## src/rtl/serial_adder_ctrl.sv

```systemverilog
// rtl/serial_adder_ctrl.sv - bit-serial adder, one full adder reused LSB first over WIDTH cycles
// The A register doubles as the result shift register: sum bits enter at the MSB as A bits leave at the LSB.

module full_adder (
  input  logic a,
  input  logic b,
  input  logic ci,
  output logic s,
  output logic co
);
  assign s  = a ^ b ^ ci;
  assign co = (a & b) | (ci & (a ^ b));
endmodule

module serial_adder_ctrl #(
  parameter int WIDTH = 8
) (
  input  logic             clk,
  input  logic             rst_n,
  input  logic             start,
  input  logic [WIDTH-1:0] a,
  input  logic [WIDTH-1:0] b,
  input  logic             cin,
  output logic             busy,
  output logic             done,
  output logic [WIDTH-1:0] sum,
  output logic             cout
);
  localparam int CW = $clog2(WIDTH + 1);

  typedef enum logic [1:0] {
    IDLE = 2'd0,
    RUN  = 2'd1,
    DONE = 2'd2
  } state_t;

  state_t           state_q, state_d;
  logic [WIDTH-1:0] a_q, a_d;
  logic [WIDTH-1:0] b_q, b_d;
  logic [WIDTH-1:0] sum_q, sum_d;
  logic [CW-1:0]    cnt_q, cnt_d;
  logic             carry_q, carry_d;
  logic             cout_q, cout_d;
  logic             fa_s, fa_co;
  logic             last_bit;
  logic [WIDTH-1:0] a_shift;

  full_adder u_fa (
    .a  (a_q[0]),
    .b  (b_q[0]),
    .ci (carry_q),
    .s  (fa_s),
    .co (fa_co)
  );

  assign last_bit = (cnt_q == CW'(WIDTH - 1));

  if (WIDTH == 1) begin : g_one
    assign a_shift = fa_s;
  end else begin : g_multi
    assign a_shift = {fa_s, a_q[WIDTH-1:1]};
  end

  always_ff @(posedge clk) begin
    if (!rst_n) begin
      state_q <= IDLE;
    end else begin
      state_q <= state_d;
    end
  end

  always_comb begin
    state_d = state_q;
    case (state_q)
      IDLE:    if (start) state_d = RUN;
      RUN:     if (last_bit) state_d = DONE;
      DONE:    state_d = IDLE;
      default: state_d = IDLE;
    endcase
  end

  always_comb begin
    a_d     = a_q;
    b_d     = b_q;
    carry_d = carry_q;
    cnt_d   = cnt_q;
    sum_d   = sum_q;
    cout_d  = cout_q;
    case (state_q)
      IDLE: begin
        if (start) begin
          a_d     = a;
          b_d     = b;
          carry_d = cin;
          cnt_d   = '0;
        end
      end
      RUN: begin
        a_d     = a_shift;
        b_d     = b_q >> 1;
        carry_d = fa_co;
        cnt_d   = cnt_q + CW'(1);
        // The final bit is folded in on the completion edge itself.
        if (last_bit) begin
          sum_d  = a_shift;
          cout_d = fa_co;
        end
      end
      default: ;
    endcase
  end

  always_ff @(posedge clk) begin
    if (!rst_n) begin
      a_q     <= '0;
      b_q     <= '0;
      carry_q <= 1'b0;
      cnt_q   <= '0;
      sum_q   <= '0;
      cout_q  <= 1'b0;
    end else begin
      a_q     <= a_d;
      b_q     <= b_d;
      carry_q <= carry_d;
      cnt_q   <= cnt_d;
      sum_q   <= sum_d;
      cout_q  <= cout_d;
    end
  end

  always_comb begin
    busy = (state_q == RUN);
    done = (state_q == DONE);
    sum  = sum_q;
    cout = cout_q;
  end
endmodule

```

## config.mk

```make
export PLATFORM = sky130hd
export DESIGN_NAME = serial_adder_ctrl
export DESIGN_NICKNAME = d
export VERILOG_FILES = /design/src/rtl/serial_adder_ctrl.sv
export SDC_FILE = /design/constraint.sdc
export NUM_CORES = 1
export LEC_CHECK = 0
export ABC_AREA = 1
export CORE_MARGIN = 4
export CORE_UTILIZATION = 40
export DETAILED_ROUTE_END_ITERATION = 6
export PLACE_DENSITY = 0.68
export SYNTH_ARGS = -nofsm -noshare
export SYNTH_HDL_FRONTEND = slang
export SYNTH_SLANG_ARGS = --single-unit
```

## constraint.sdc

```tcl
create_clock -name clk -period 1.85 [get_ports clk]
set_input_delay 0.4625 -clock clk [delete_from_list [all_inputs] [get_ports clk]]
set_output_delay 0.4625 -clock clk [all_outputs]
set_load 0.02 [all_outputs]
```

Word-level counts from Yosys, hierarchy flattened
Index checks and enable logic that the tools add are counted.
{"block": "word_totals", "reg_bits": 32, "latchBits": 0, "ram_bits": 0, "romBits": 0, "in_bits": 20, "output_inout_bits": 11, "wordCells": 34, "n_memories": 0}
{"block": "classes", "add_sub_neg": 1, "mul": 0, "n_div": 0, "order_cmp": 0, "eq_ne": 5, "n_shift": 0, "mux": 11, "n_bitwise": 5, "n_reduce_logical": 5}
{"cell": "8-bit one-hot mux with 2 select lines", "count": 2}
{"cell": "8-bit two-way mux", "count": 2}
{"cell": "4-bit one-hot mux with 2 select lines", "count": 1}
{"cell": "2-bit AND reduction", "count": 3}
{"cell": "4-bit by 1-bit adder with 4-bit output (second input constant)", "count": 1}
{"cell": "4-bit by 3-bit == test with 1-bit output (second input constant)", "count": 1}
{"cell": "2-bit two-way mux", "count": 2}
{"cell": "4-bit two-way mux", "count": 1}
{"cell": "2-bit one-hot mux with 2 select lines", "count": 1}
{"cell": "1-bit bitwise AND", "count": 2}
{"cell": "2-bit by 1-bit == test with 1-bit output (second input constant)", "count": 1}
{"cell": "2-bit == test (second input constant)", "count": 1}
{"cell": "2-bit logical NOT", "count": 1}
{"cell": "2-bit by 1-bit inequality test with 1-bit output (second input constant)", "count": 1}
{"cell": "2-bit inequality test (second input constant)", "count": 1}
{"cell": "1-bit one-hot mux with 2 select lines", "count": 1}
{"cell": "2-bit nonzero test", "count": 1}
{"cell": "1-bit bitwise XOR", "count": 2}
{"cell": "1-bit two-way mux", "count": 1}
{"cell": "1-bit OR", "count": 1}

Logic depth before layout (Yosys ltp)
{"block": "depth", "ltp_word": 4, "ltp_mapped": 7, "ltp_nobuf": 6}

Cells and area by module
A second synthesis with hierarchy kept.
{"block": "hier_totals", "cells_unflattened": 224, "area_unflattened_um2": 1488.9}
{"module": "serial_adder_ctrl", "n_inst": 1, "cells_per_inst": 223, "area_per_inst_um2": 1468.9, "seq_area_each_um2": 640.6}
{"module": "full_adder", "n_inst": 1, "cells_per_inst": 1, "area_per_inst_um2": 20.0, "seq_area_each_um2": 0.0}

Worst setup path after synthesis
OpenSTA, ideal clock, no wires.
{"block": "synth_path", "path_kind": "input port to flip-flop", "startpoint": "input port start", "endpoint": "register a_q[3]", "setup_time_ns": 0.128, "t_arrival_ns": 1.131, "required_ns": 1.722, "slack_ns": 0.591, "stages": 7, "n_path_buf": 2, "path_cell_list": "buf_2 nand2_2 nand2_2 buf_6 nor2_1 nor2_1 nor2_1"}
{"block": "synth_between", "elab_chain_len": 2}
{"element": "from (decl)", "line_no": "20", "rtl": "input logic start,"}
{"element": "2-bit inequality test (no line)"}
{"element": "2-bit AND reduction (no line)"}
{"element": "to (signal assigned)", "line_no": "115", "rtl": "a_q <= '0;"}
{"element": "to (signal assigned)", "line_no": "122", "rtl": "a_q <= a_d;"}
{"element": "to (decl)", "line_no": "38", "rtl": "logic [WIDTH-1:0] a_q, a_d;"}
No other way between the ends.
A chain may end at the register's enable or synchronous reset.

Worst setup path after layout
{"block": "layout_path", "startpoint": "register cout_q (netlist: cout)", "endpoint": "output port cout"}
{"element": "from (decl)", "line_no": "43", "rtl": "logic cout_q, cout_d;"}
{"element": "from (signal assigned)", "line_no": "127", "rtl": "cout_q <= cout_d;"}
{"element": "to (decl)", "line_no": "27", "rtl": "output logic cout"}
No word-level cell between the ends.

==> results.cfg <==
[sta]
max_freq_ghz = 0.593
setup_viol = 0
worst_slew_pin_slew_ns = 0.450
setup_tns_ns = 0
grt_setup_unrepaired = no
period_minus_slack_ns = 1.69
period_share_pct = 91.2
maxSlewViolCount = 0
fin_skew_ns = 0.00504
slew_headroom_pct = 70.0
final_hold_viol_count = 0

[clock_tree]
numCtsBuffers = 5
cts_max_level = 2
cts.clk_slew.worst_paths_ns = 0.06
cts.sinks = 32
clk_latency_ns = 0.29
cts-root-buf = clkbuf_8
cts_tree = done
cts.path.max_buffers = 2

[logic_synthesis]
synthAdderAreaFrac_pct = 2.14
yosys.area_share.simple_pct = 44.1
synth.most_common_cell = nand2_1
ys_top_cells_by_count = 57 x nand2_1, 49 x nor2_1, 33 x nand3_1
synth_edf_count = 0
synth_xor_area_share_pct = 0
syn_avg_cell_area_um2 = 6.72
synth-main-ff-cell = dfxtp_1
async_flop_share_pct = 0
synth_cell_type_count = 21
synthTopCellsByArea = dfxtp_1 42%, nand2_1 14%, nor2_1 12%
synth_top_family_by_area = simple AND/OR/NAND/NOR gates
synth_compound_area_share_pct = 2.39
netlist_area_mm2 = 0.00152
synthCells = 226
yosysTopAreaCell = dfxtp_1
ys_warn_count = 0
syn-num-nets = 248
netlist.area_leader.share_pct = 42.2
muxShareOfSynthArea_pct = 0
yosysSeqAreaShare_pct = 42.2
ys_ff_latch = 32

[detailed_routing]
wl_per_cell_um = 10.8
viasPerCell = 4.63
finalWirelength_um = 3350
drtIter0Drc = 107
first_pass_iters = 4
postRouteAntennaNets = 0
drcViolationCount = 0
via_count = 1434

[power_and_ir_drop]
power.density_mw_per_mm2 = 781
power_leakage_nw = 0.872
sw_frac_of_total_pct = 26.3
p_int_mw = 1.13
clock_power_share_pct = 35.9
power_frac_seq_pct = 48.5
switchingPower_mw = 0.404
vdd_drop_max_v = 0.000371
power_frac_comb_pct = 15.5

[global_route]
grt_use_total_pct = 15.2
grt_pass1_wl_um = 5940
antenna_found_initial = 0
grt_pass1_vias = 1364
overflow = 0
grt_max_degree = 27

[place]
post-dp-hpwl_um = 2350
portBuffers = 30
place.gp.congestion = 0.769
dp_cells = 302

[min_path]
hold_path_class = flop to flop
hold_depth = 2
holdPathEnd = a_q[6]
min-delay-start = a_q[7]

[worst_setup_path]
crit_type = flop to primary output
cp_num_buf_inv = 1
worstPathCellList = clkdlybuf4s50_1
start_kind = flop
reg2regPathDepth = 6
crit_arrival_ns = 1.22
crit_path_end_kind = primary output
critPathMaxStageDelay_ns = 0.60
worst_ep_required_time_ns = 1.39
critical-path-top-delay-family = buffers and inverters
worstReg2RegStart = cnt_q[0]
worstReg2RegEnd = cout
critPathSlowestCell = clkdlybuf4s50_1
r2r_slack_ns = 0.45
path_max_fanout = 2

[layout]
antenna-diode-count = 0
stdcell_count = 310
fill_cells = 393
final_nets = 283
drive_above_1_share_pct = 8.40
area_growth_syn_to_layout_pct = 29.5

[floorplan]
num_rows = 22
die_h_um = 69.6
core-area_mm2 = 0.00366
die-area_mm2 = 0.00484
die_w_um = 69.6
ios = 31
start_util_pct = 41.5

[flow_run]
cap_violations = 0

[status]
status = finished, final reports clean
==> tightest hold or removal path: cells and delay by family (launching register included) <==
family | cells | cell delay (ns)
flip-flops | 1 | 0.31
AND/OR/NAND/NOR | 2 | 0.10
==> worst max path at each step <==
stage	from	to	slack (ns)	depth (start not counted)
floorplan	start	a_q[3]	0.59	7
global placement	state_q[1]	done	0.23	3
detailed placement	state_q[1]	done	0.22	3
CTS	cout	cout	0.15	1
global route	state_q[0]	busy	0.11	3
finish	cout	cout	0.16	1
==> cell families after synthesis <==
logic type      count (synthesis)
simple gates                  154
buf+inv                        31
compound gates                  7
fa+ha+maj                       2
flops                          32
==> metal layers <==
metal  vias to the layer above  share of wire (%)  track usage [%]
met5                         -                  0                0
met3                         7                4.1             4.78
met2                        30                 46             24.5
met4                         0                2.6             8.89
li1                        771                  -                -
met1                       626                 47             17.8
==> stage by stage <==
stage / hold WS [ns] / setup WS [ns] / instance area, µm² / power, mW / utilization (%)
after floorplan: 0.426 / 0.591 / 1520 / 0.915 / -
after global placement: 0.434 / 0.233 / 1880 / 0.999 / 51.3
after detailed placement: 0.436 / 0.220 / 1880 / 1.00 / 51.3
after CTS: 0.444 / 0.151 / 1970 / 1.55 / 53.7
after global routing: 0.496 / 0.113 / 1970 / 1.63 / 53.7
final: 0.445 / 0.163 / 1970 / 1.54 / 53.7
==> final cells by class <==
| cell class | instances | area (µm²) | share of cell area (%) |
|---|---|---|---|
| inverters | 21 | 78.8 | 4.01 |
| multi-input cells | 163 | 738 | 37.6 |
| well taps | 48 | 60.1 | 3.06 |
| clock buffers | 8 | 90.1 | 4.58 |
| repair buffers | 38 | 358 | 18.2 |
| flip-flops and latches | 32 | 641 | 32.6 |
==> repair_timing <==
| action | 4_1_cts | 5_1_grt |
|---|---|---|
| hold buffers | 0 | 0 |
| setup buffers | 0 | 0 |
| setup endpoints to repair | 2 | 0 |
| resized for setup | 2 | 0 |
==> power by group through the flow <==
| stage | logic (mW) | registers (mW) | clock network [mW] |
|---|---|---|---|
| after floorplan | 0.160 | 0.755 | 0 |
| after global placement | 0.240 | 0.758 | 0 |
| after detailed placement | 0.242 | 0.759 | 0 |
| after CTS | 0.241 | 0.744 | 0.570 |
| after global routing | 0.273 | 0.749 | 0.605 |
| final | 0.239 | 0.745 | 0.552 |
==> layout by cell type, fill, tap and decap left out, drive strengths merged <==
master | netlist | routed
a21oi | 2 | 2
buf | 7 | 8
clkbuf | 3 | 8
clkdlybuf4s50 | 0 | 28
dfxtp | 32 | 32
dlygate4sd2 | 0 | 2
fa | 1 | 1
ha | 1 | 1
inv | 21 | 21
nand2 | 59 | 59
nand3 | 33 | 33
nand3b | 7 | 7
nor2 | 54 | 54
nor3 | 1 | 1
o21ai | 4 | 4
o22ai | 1 | 1
==> flip-flops by register name, indices dropped and copies added, names as in the netlist <==
| name | flops |
|---|---|
| a_q | 8 |
| b_q | 8 |
| carry_q | 1 |
| cnt_q | 4 |
| cout | 1 |
| state_q | 2 |
| sum | 8 |
Power figures use the tool's default switching activity.
